--- src/rtl/overture_pkg.sv ---
// Shared types and constants for the OVERTURE decode stage.
// Instruction byte layout: ir[7:6] opcode, ir[5:3] source code, ir[2:0]
// destination code / ALU op / condition code.
package overture_pkg;

    localparam int OVT_REG_COUNT  = 6;
    localparam int OVT_DATA_WIDTH = 8;

    // Register-code values above the general registers.
    localparam logic [2:0] CODE_IO   = 3'd6;
    localparam logic [2:0] CODE_RSVD = 3'd7;

    typedef enum logic [1:0] {
        OP_IMM  = 2'b00,
        OP_ALU  = 2'b01,
        OP_COPY = 2'b10,
        OP_COND = 2'b11
    } opcode_t;

    typedef enum logic [2:0] {
        CC_NEVER  = 3'd0,
        CC_EQ     = 3'd1,
        CC_LT     = 3'd2,
        CC_LE     = 3'd3,
        CC_ALWAYS = 3'd4,
        CC_NE     = 3'd5,
        CC_GE     = 3'd6,
        CC_GT     = 3'd7
    } cond_code_t;

    typedef enum logic [1:0] {
        FETCH = 2'd0,
        EXEC  = 2'd1,
        HALT  = 2'd2
    } state_t;

    // True when a 3-bit code addresses one of the general registers.
    function automatic logic is_reg_code(input logic [2:0] code);
        return (code < CODE_IO);
    endfunction

endpackage

--- src/rtl/overture_cond_eval.sv ---
// Combinational condition evaluator: decides whether a COND instruction
// jumps, given the signed reg3 value and the 3-bit condition code.
module overture_cond_eval
    import overture_pkg::*;
#(
    parameter int DATA_WIDTH = OVT_DATA_WIDTH
) (
    input  logic [DATA_WIDTH-1:0] cond_value,
    input  logic [2:0]            cc,
    output logic                  take
);

    logic is_zero;
    logic is_neg;

    assign is_zero = (cond_value == '0);
    assign is_neg  = cond_value[DATA_WIDTH-1];

    // Map the condition code onto zero/sign flags of the two's complement value.
    always_comb begin
        take = 1'b0;
        case (cond_code_t'(cc))
            CC_NEVER:  take = 1'b0;
            CC_EQ:     take = is_zero;
            CC_LT:     take = is_neg;
            CC_LE:     take = is_neg | is_zero;
            CC_ALWAYS: take = 1'b1;
            CC_NE:     take = ~is_zero;
            CC_GE:     take = ~is_neg;
            CC_GT:     take = ~is_neg & ~is_zero;
            default:   take = 1'b0;
        endcase
    end

endmodule

--- src/rtl/overture_decode_stage.sv ---
// OVERTURE fetch/decode/sequencing stage. Fetches one instruction byte,
// then spends exactly one EXEC cycle driving one-hot bus strobes decoded
// from the instruction register, and updates the program counter.
// Optional feature macro: OVERTURE_SINGLE_STEP_EN adds step/halted ports and
// a HALT state entered after every instruction.
module overture_decode_stage
    import overture_pkg::*;
#(
    parameter int REG_COUNT  = OVT_REG_COUNT,
    parameter int DATA_WIDTH = OVT_DATA_WIDTH
) (
    input  logic                  clk,
    input  logic                  rst,
    // Program fetch handshake: prog_addr is always the PC; while in FETCH the
    // stage captures prog_data on any rising edge where prog_valid is high and
    // otherwise simply waits (there is no back-pressure signal to memory).
    output logic [DATA_WIDTH-1:0] prog_addr,
    input  logic [DATA_WIDTH-1:0] prog_data,
    input  logic                  prog_valid,
    input  logic [DATA_WIDTH-1:0] cond_value,
    input  logic [DATA_WIDTH-1:0] jump_target,
    output logic [REG_COUNT-1:0]  reg_save,
    output logic [REG_COUNT-1:0]  reg_oe,
    output logic                  in_oe,
    output logic                  out_save,
    output logic                  imm_oe,
    output logic [DATA_WIDTH-1:0] imm_value,
    output logic                  alu_oe,
    output logic [2:0]            alu_op,
    output logic                  illegal_op,
`ifdef OVERTURE_SINGLE_STEP_EN
    input  logic                  step,
    output logic                  halted,
`endif
    output logic [1:0]            state_dbg
);

    localparam logic [REG_COUNT-1:0] ONE_HOT_0 = {{(REG_COUNT-1){1'b0}}, 1'b1};

    state_t                state_q, state_d;
    logic [DATA_WIDTH-1:0] pc_q, pc_d;
    logic [DATA_WIDTH-1:0] ir_q, ir_d;

    opcode_t    opcode;
    logic [2:0] src_code;
    logic [2:0] dst_code;
    logic       take;

    assign opcode   = opcode_t'(ir_q[7:6]);
    assign src_code = ir_q[5:3];
    assign dst_code = ir_q[2:0];

    assign prog_addr = pc_q;
    assign imm_value = {{(DATA_WIDTH-6){1'b0}}, ir_q[5:0]};
    assign state_dbg = state_q;

`ifdef OVERTURE_SINGLE_STEP_EN
    assign halted = (state_q == HALT);
`endif

    overture_cond_eval #(
        .DATA_WIDTH (DATA_WIDTH)
    ) u_cond_eval (
        .cond_value (cond_value),
        .cc         (dst_code),
        .take       (take)
    );

    // State, PC and instruction registers; reset drops every strobe at once
    // because all strobes are gated by state_q == EXEC.
    always_ff @(posedge clk or negedge rst) begin
        if (!rst) begin
            state_q <= FETCH;
            pc_q    <= '0;
            ir_q    <= '0;
        end else begin
            state_q <= state_d;
            pc_q    <= pc_d;
            ir_q    <= ir_d;
        end
    end

    // Next-state, instruction capture and end-of-EXEC PC update.
    always_comb begin
        state_d = state_q;
        pc_d    = pc_q;
        ir_d    = ir_q;
        case (state_q)
            FETCH: begin
                if (prog_valid) begin
                    ir_d    = prog_data;
                    state_d = EXEC;
                end
            end
            EXEC: begin
                if (opcode == OP_COND && take) begin
                    pc_d = jump_target;
                end else begin
                    pc_d = pc_q + DATA_WIDTH'(1);
                end
`ifdef OVERTURE_SINGLE_STEP_EN
                state_d = HALT;
`else
                state_d = FETCH;
`endif
            end
`ifdef OVERTURE_SINGLE_STEP_EN
            HALT: begin
                if (step) begin
                    state_d = FETCH;
                end
            end
`endif
            default: state_d = FETCH;
        endcase
    end

    // Strobe decode: active only during EXEC, at most one driver and one saver.
    always_comb begin
        reg_save   = '0;
        reg_oe     = '0;
        in_oe      = 1'b0;
        out_save   = 1'b0;
        imm_oe     = 1'b0;
        alu_oe     = 1'b0;
        alu_op     = 3'd0;
        illegal_op = 1'b0;
        if (state_q == EXEC) begin
            case (opcode)
                OP_IMM: begin
                    imm_oe   = 1'b1;
                    reg_save = ONE_HOT_0;
                end
                OP_ALU: begin
                    alu_oe   = 1'b1;
                    alu_op   = dst_code;
                    reg_save = ONE_HOT_0 << 3;
                end
                OP_COPY: begin
                    // A reserved code on either side suppresses the whole move.
                    if (src_code == CODE_RSVD || dst_code == CODE_RSVD) begin
                        illegal_op = 1'b1;
                    end else begin
                        if (is_reg_code(src_code)) begin
                            reg_oe = ONE_HOT_0 << src_code;
                        end else begin
                            in_oe = 1'b1;
                        end
                        if (is_reg_code(dst_code)) begin
                            reg_save = ONE_HOT_0 << dst_code;
                        end else begin
                            out_save = 1'b1;
                        end
                    end
                end
                default: begin
                    // COND only affects the PC; nothing touches the bus.
                end
            endcase
        end
    end

endmodule

--- config.mk ---
export PLATFORM = sky130hd
export DESIGN_NAME = overture_decode_stage
export DESIGN_NICKNAME = d
export VERILOG_FILES = /design/src/rtl/overture_pkg.sv /design/src/rtl/overture_cond_eval.sv /design/src/rtl/overture_decode_stage.sv
export SDC_FILE = /design/constraint.sdc
export NUM_CORES = 1
export LEC_CHECK = 0
export ABC_CLOCK_PERIOD_IN_PS = 2100
export CORE_MARGIN = 1
export CORE_UTILIZATION = 39
export DETAILED_ROUTE_END_ITERATION = 8
export PLACE_DENSITY_LB_ADDON = 0.2
export REMOVE_ABC_BUFFERS = 1
export SLEW_MARGIN = 20
export SYNTH_ARGS = -nofsm -noshare
export SYNTH_HDL_FRONTEND = slang
export SYNTH_SLANG_ARGS = --single-unit
export TNS_END_PERCENT = 5
--- constraint.sdc ---
create_clock -name clk -period 2.1 [get_ports clk]
set_input_delay 0.21 -clock clk [delete_from_list [all_inputs] [get_ports clk]]
set_output_delay 0.21 -clock clk [all_outputs]
set_load 0.01 [all_outputs]
### Yosys cells after proc, flatten, opt, wreduce, memory -nomap -nowiden

Index checks and enable logic that the tools add are counted.

* $add $sub $neg: 1
* magnitude comparators: 2
* equality and inequality tests: 13
* shift-type cells: 2
* multiplexer cells: 29
* bitwise operators: 4
* reduce and logical (&&, ||, !) cells: 7

Operators with widths (number)
* $mux 6: 7
* $pmux 6 s3: 1
* $eq 3x3->1 const B: 5
* $mux 1: 15
* $shl 1x3->6 const A: 2
* $add 8x1->8 const B: 1
* $logic_not 8->1: 1
* $mux 8: 1
* $pmux 1 s8: 1
* $eq 3x2->1 const B: 2
* $lt 3x3->1 const B: 2
* $mux 3: 2
* $eq 2x1->1 const B: 2
* $eq 2x2->1 const B: 2
* $logic_not 2->1: 2
* $mux 2: 2
* $eq 3x1->1 const B: 1
* $logic_not 3->1: 1
* $ne 2x2->1 const B: 1
* $not 1->1: 2
* $reduce_and 2->1: 1
* $and 1x1->1: 1
* $logic_and 1x1->1: 1
* $logic_or 1x1->1: 1
* $or 1x1->1: 1

* register bits: 18
* input bits: 27
* output and inout port bits: 38
* word-level logic and storage cells: 61

### Longest topological paths before layout

* depth after elaboration: 6
* gate-level depth with buffers: 7
* depth with buffers taken out: 5

### By module

From an unflattened synthesis, not the netlist that was laid out.

* cell total of the unflattened synthesis: 131
* area, all modules: 1159.9 sq um

Modules (own cells, without submodules)
* overture_decode_stage: instances 1, cells an instance 126, area an instance 1118.6 sq um, seq. area each 425.4 sq um
* overture_cond_eval: instances 1, cells an instance 5, area an instance 41.3 sq um, seq. area each 0.0 sq um

### Least setup slack after synthesis

OpenSTA, ideal clock, no wires.

* kind: flip-flop to output port
* start point: register ir_q[4]
* end point: output port reg_oe[2]
* arrival time: 1.552 ns
* required time: 1.890 ns
* path slack: 0.338 ns
* stages on the path, launching flop included: 5
* buffers on the path: 0
* path through: dfrtp_1 -> and3_1 -> a311oi_1 -> nand2b_1 -> nor3b_1

* longest elaborated chain between the ends: 5
* elaborated cells between the ends (all ways): 8
* classes of those cells: 1 x order compare; 1 x eq/ne; 1 x shift; 4 x mux; 1 x reduce/logical

Ends and longest elaborated chain
* start, declared: RTL line overture_decode_stage.sv:42 `logic [DATA_WIDTH-1:0] ir_q, ir_d;`
* start signal, assigned: RTL line overture_decode_stage.sv:79 `ir_q <= ir_d;`
* $lt 3x3->1 (tied with other cells): RTL line overture_pkg.sv:39 `return (code < CODE_IO);`
* $mux 6 or $logic_or 1x1->1 (tied branches): RTL line overture_decode_stage.sv:144, overture_decode_stage.sv:141
* $mux 6 (*): RTL line overture_decode_stage.sv:141 `if (src_code == CODE_RSVD || dst_code == CODE_RSVD) begin`
* $mux 6 (*): RTL line overture_decode_stage.sv:129 `case (opcode)`
* $mux 6 (*): RTL line overture_decode_stage.sv:128 `if (state_q == EXEC) begin`
* end, declared: RTL line overture_decode_stage.sv:23 `output logic [REG_COUNT-1:0] reg_oe,`

Mark *: on every way between the ends. The rest lies on a longest branch, timed or not.

### Final worst setup path

* start point: register ir_q[5]
* end point: output port reg_oe[2]

Same word-level chain as after synthesis.

==> run summary <==
Outcome: finished with violations
Failing checks: DRC
Library cell with the highest instance count after synthesis: dfrtp_1
Classification of the worst-slack hold path: in2async
Clk root buf: clkbuf_4
Boundary Pins: 65
Final-report setup violation count: 0
Number of rows in the core area: 19
Largest cells by area after synthesis: dfrtp_1 36%, buf_4 8.2%, mux2_2 7.6%, mux2i_1 5.9%, nor2_1 3.5%
Detail-routed via count per cell: 5.160
DIE WIDTH: 57.27 um
TritonCTS clock tree: built
Insertion delay to the later sink of the worst-skew pair: 0.28 ns
Cell breakdown of the critical path: and3_2 -> a311oi_2 -> buf_4 -> nand2b_4 -> nor3b_1 -> clkdlybuf4s15_2
Cells after Synth: 130
Number of synthesized flops with an enable pin: 0
CP Data Arrival Time: 1.86 ns
Post-synthesis cell type with the largest combined area: dfrtp_1
Register area: 425.4 um2
Critical Path RT: 1.89 ns
Port Buffer Count: 61
Post-route DRC violation count: 7
Kind of start point of the critical path: register
Hold buffer count at CTS: 0
Critical-path top delay cell: dfrtp_1
Pin count of the biggest net entering global routing: 23
Kind of capture point of the worst setup path: primary output
Max-slew violations: 0
Critical path type: reg2out
Worst ir drop on vdd: 0.6882 mV
Area Overhead vs Synth: 56.51%
Number of maximum-capacitance violations: 0
Most frequent cells after synthesis: 17 x dfrtp_1, 13 x buf_4, 11 x nor2_1, 9 x nand2_1, 8 x mux2_2
Core footprint: 2829 um2
Detailed Route Iter0 Violations: 26
Flip-flop cell with the highest count after synthesis: dfrtp_1
Hold violation count in the final report: 0
Final weighted congestion of routability-driven global placement: 0.7735
Initial antenna violation count: 0
Register clock-pin slew on the reported worst setup and hold paths: 0.10 ns
GR Layer Usage met1: 24.57%
End-of-flow core utilization: 65.90%
DRT Wirelength: 2984 um
Synthesized area: 1191 um2
CP delay by family, top: simple AND/OR/NAND/NOR gates
Global-route track usage on met2: 33.28%
Post-synthesis average cell area: 9.163 um2
Buffers from clock root to sink, at most: 2
Global-route wire length before repair: 4974 um
Bufs and invs on worst path: 2
Routed length per placed instance: 13.26 um
Flip-flop and latch count after synthesis: 17
Pre-CTS setup slack: 0.02017 ns
Setup repair after global routing missed its margin: yes
Period utilisation layout: 98.54%
Global routing usage on met3: 3.401%
Total power per unit cell area: 740.5 nW/um2
Number of inserted filler cells in the final layout: 256
Max Freq: 483.2 MHz
End of the worst register-to-register path: prog_addr[6]
Fraction of registers with async set or reset after synthesis: 100.0%
Yosys top cell area share: 35.71%
Die Footprint: 3279 um2
Detailed placer's ending HPWL: 2290 um
Most Used Layer, Global Route: met2
Vias post-DR: 1161
Register-to-Register Setup Slack: 0.32 ns
Seq/Total Area, Yosys: 35.71%
Floorplan die height: 57.27 um
Fraction of layout instances using a drive strength above 1: 18.04%
Number of global-route vias before repair: 1083
Initial cell density of the core: 42.11%
Multi-input logic area: 655.6 um2
Sinks on Clock Net: 17
Total power: 1.381 mW
ANT cells: 0
Period minus WS final: 2.069 ns
Global route total overflow: 0
Critical path's largest stage delay: 0.40 ns
TritonCTS buffer count: 3
Yosys warnings: 0
All-layer global routing usage: 19.49%
ANT nets after route: 0
Post-route setup slack: 0.03061 ns
R2R depth: 7
H-tree lvl count: 1
Nets@finish: 223
Final clock skew: 0.002680 ns
Leak pwr: 0.8946 nW
DRT Pass-1 Iters: 6
Synth cell types: 36
R2R Path Start: ir_q[0]
CP max FO: 5
[sequential cells by signal, indices dropped and copies added, names as in the netlist]
name       flops
prog_addr      8
state_dbg      1
ir_q           8
[metrics by stage]
stage / TNS (ns) / hold WS (ns) / area [um2] / std cells
after floorplan: -0.2494 / -0.08559 / 1077 / 116
after global placement: 0 / 0.5521 / 1824 / 221
after detailed placement: 0 / 0.5612 / 1824 / 221
after CTS: -0.1407 / 0.2359 / 1841 / 225
after global routing: -0.1948 / 0.2461 / 1864 / 225
final: 0 / 0.2409 / 1864 / 225
[logic make-up (layout without fill, tap and decap cells)]
family | Yosys count | in the layout | synth area share [%]
AO/OA/AOI/OAI | 20 | 20 | 12.29
adder cells (fa/ha/maj) | 1 | 1 | 1.050
buffers and inverters | 21 | 83 | 11.76
flip-flops | 17 | 17 | 35.71
multiplexers | 15 | 15 | 13.45
other | 1 | 3 | 0.3148
AND/OR/NAND/NOR | 55 | 55 | 25.42
[area by class of cell]
type	instances	area share, %
flip-flops and latches	17	22.82
multi-input cells	94	35.17
clock buffers	4	1.409
well taps	31	2.081
inverters	5	1.007
repair buffers	74	37.52
[how the worst max path moves through the flow]
stage                              end  cells after the start  slack, ns     from
after floorplan           prog_addr[2]                      5      -0.05  ir_q[0]
after global placement       reg_oe[2]                      6       0.07  ir_q[5]
after detailed placement     reg_oe[2]                      6       0.02  ir_q[5]
after CTS                     out_save                      5      -0.13  ir_q[5]
after global routing         reg_oe[2]                      6      -0.11  ir_q[5]
final                        reg_oe[2]                      6       0.03  ir_q[5]
[where the power goes]
part | switching, mW | internal, mW | total (mW)
clock network | 0.102 | 0.0737 | 0.175
registers | 0.0999 | 0.414 | 0.514
logic | 0.288 | 0.404 | 0.692
[layer usage]
metal,vias up,routed length (um),part of all wire (%)
met5,-,0,0
met4,0,36,1.2
met3,4,183,6.1
met2,40,1521,51
met1,540,1242,42
li1,577,-,-
[repair_timing]
| action | in CTS | in global routing |
|---|---|---|
| endpoints found under the setup margin | 12 | 16 |
| cloned | 0 | 0 |
| gates resized for setup | 14 | 17 |
| buffers inserted | 0 | 0 |
[layout by cell type (no fill, tap or decap), types with 4 or more instances in the layout]
cell type	count
mux2i_1	7
nand2_1	9
dfrtp_1	17
and3_1	5
inv_1	5
buf_4	12
a21boi_0	4
nand3_1	4
clkdlybuf4s50_1	47
nor3_1	5
a2bb2oi_1	4
dlygate4sd2_1	5
mux2_2	8
nor2_1	10
Power figures use the tool's default switching activity.
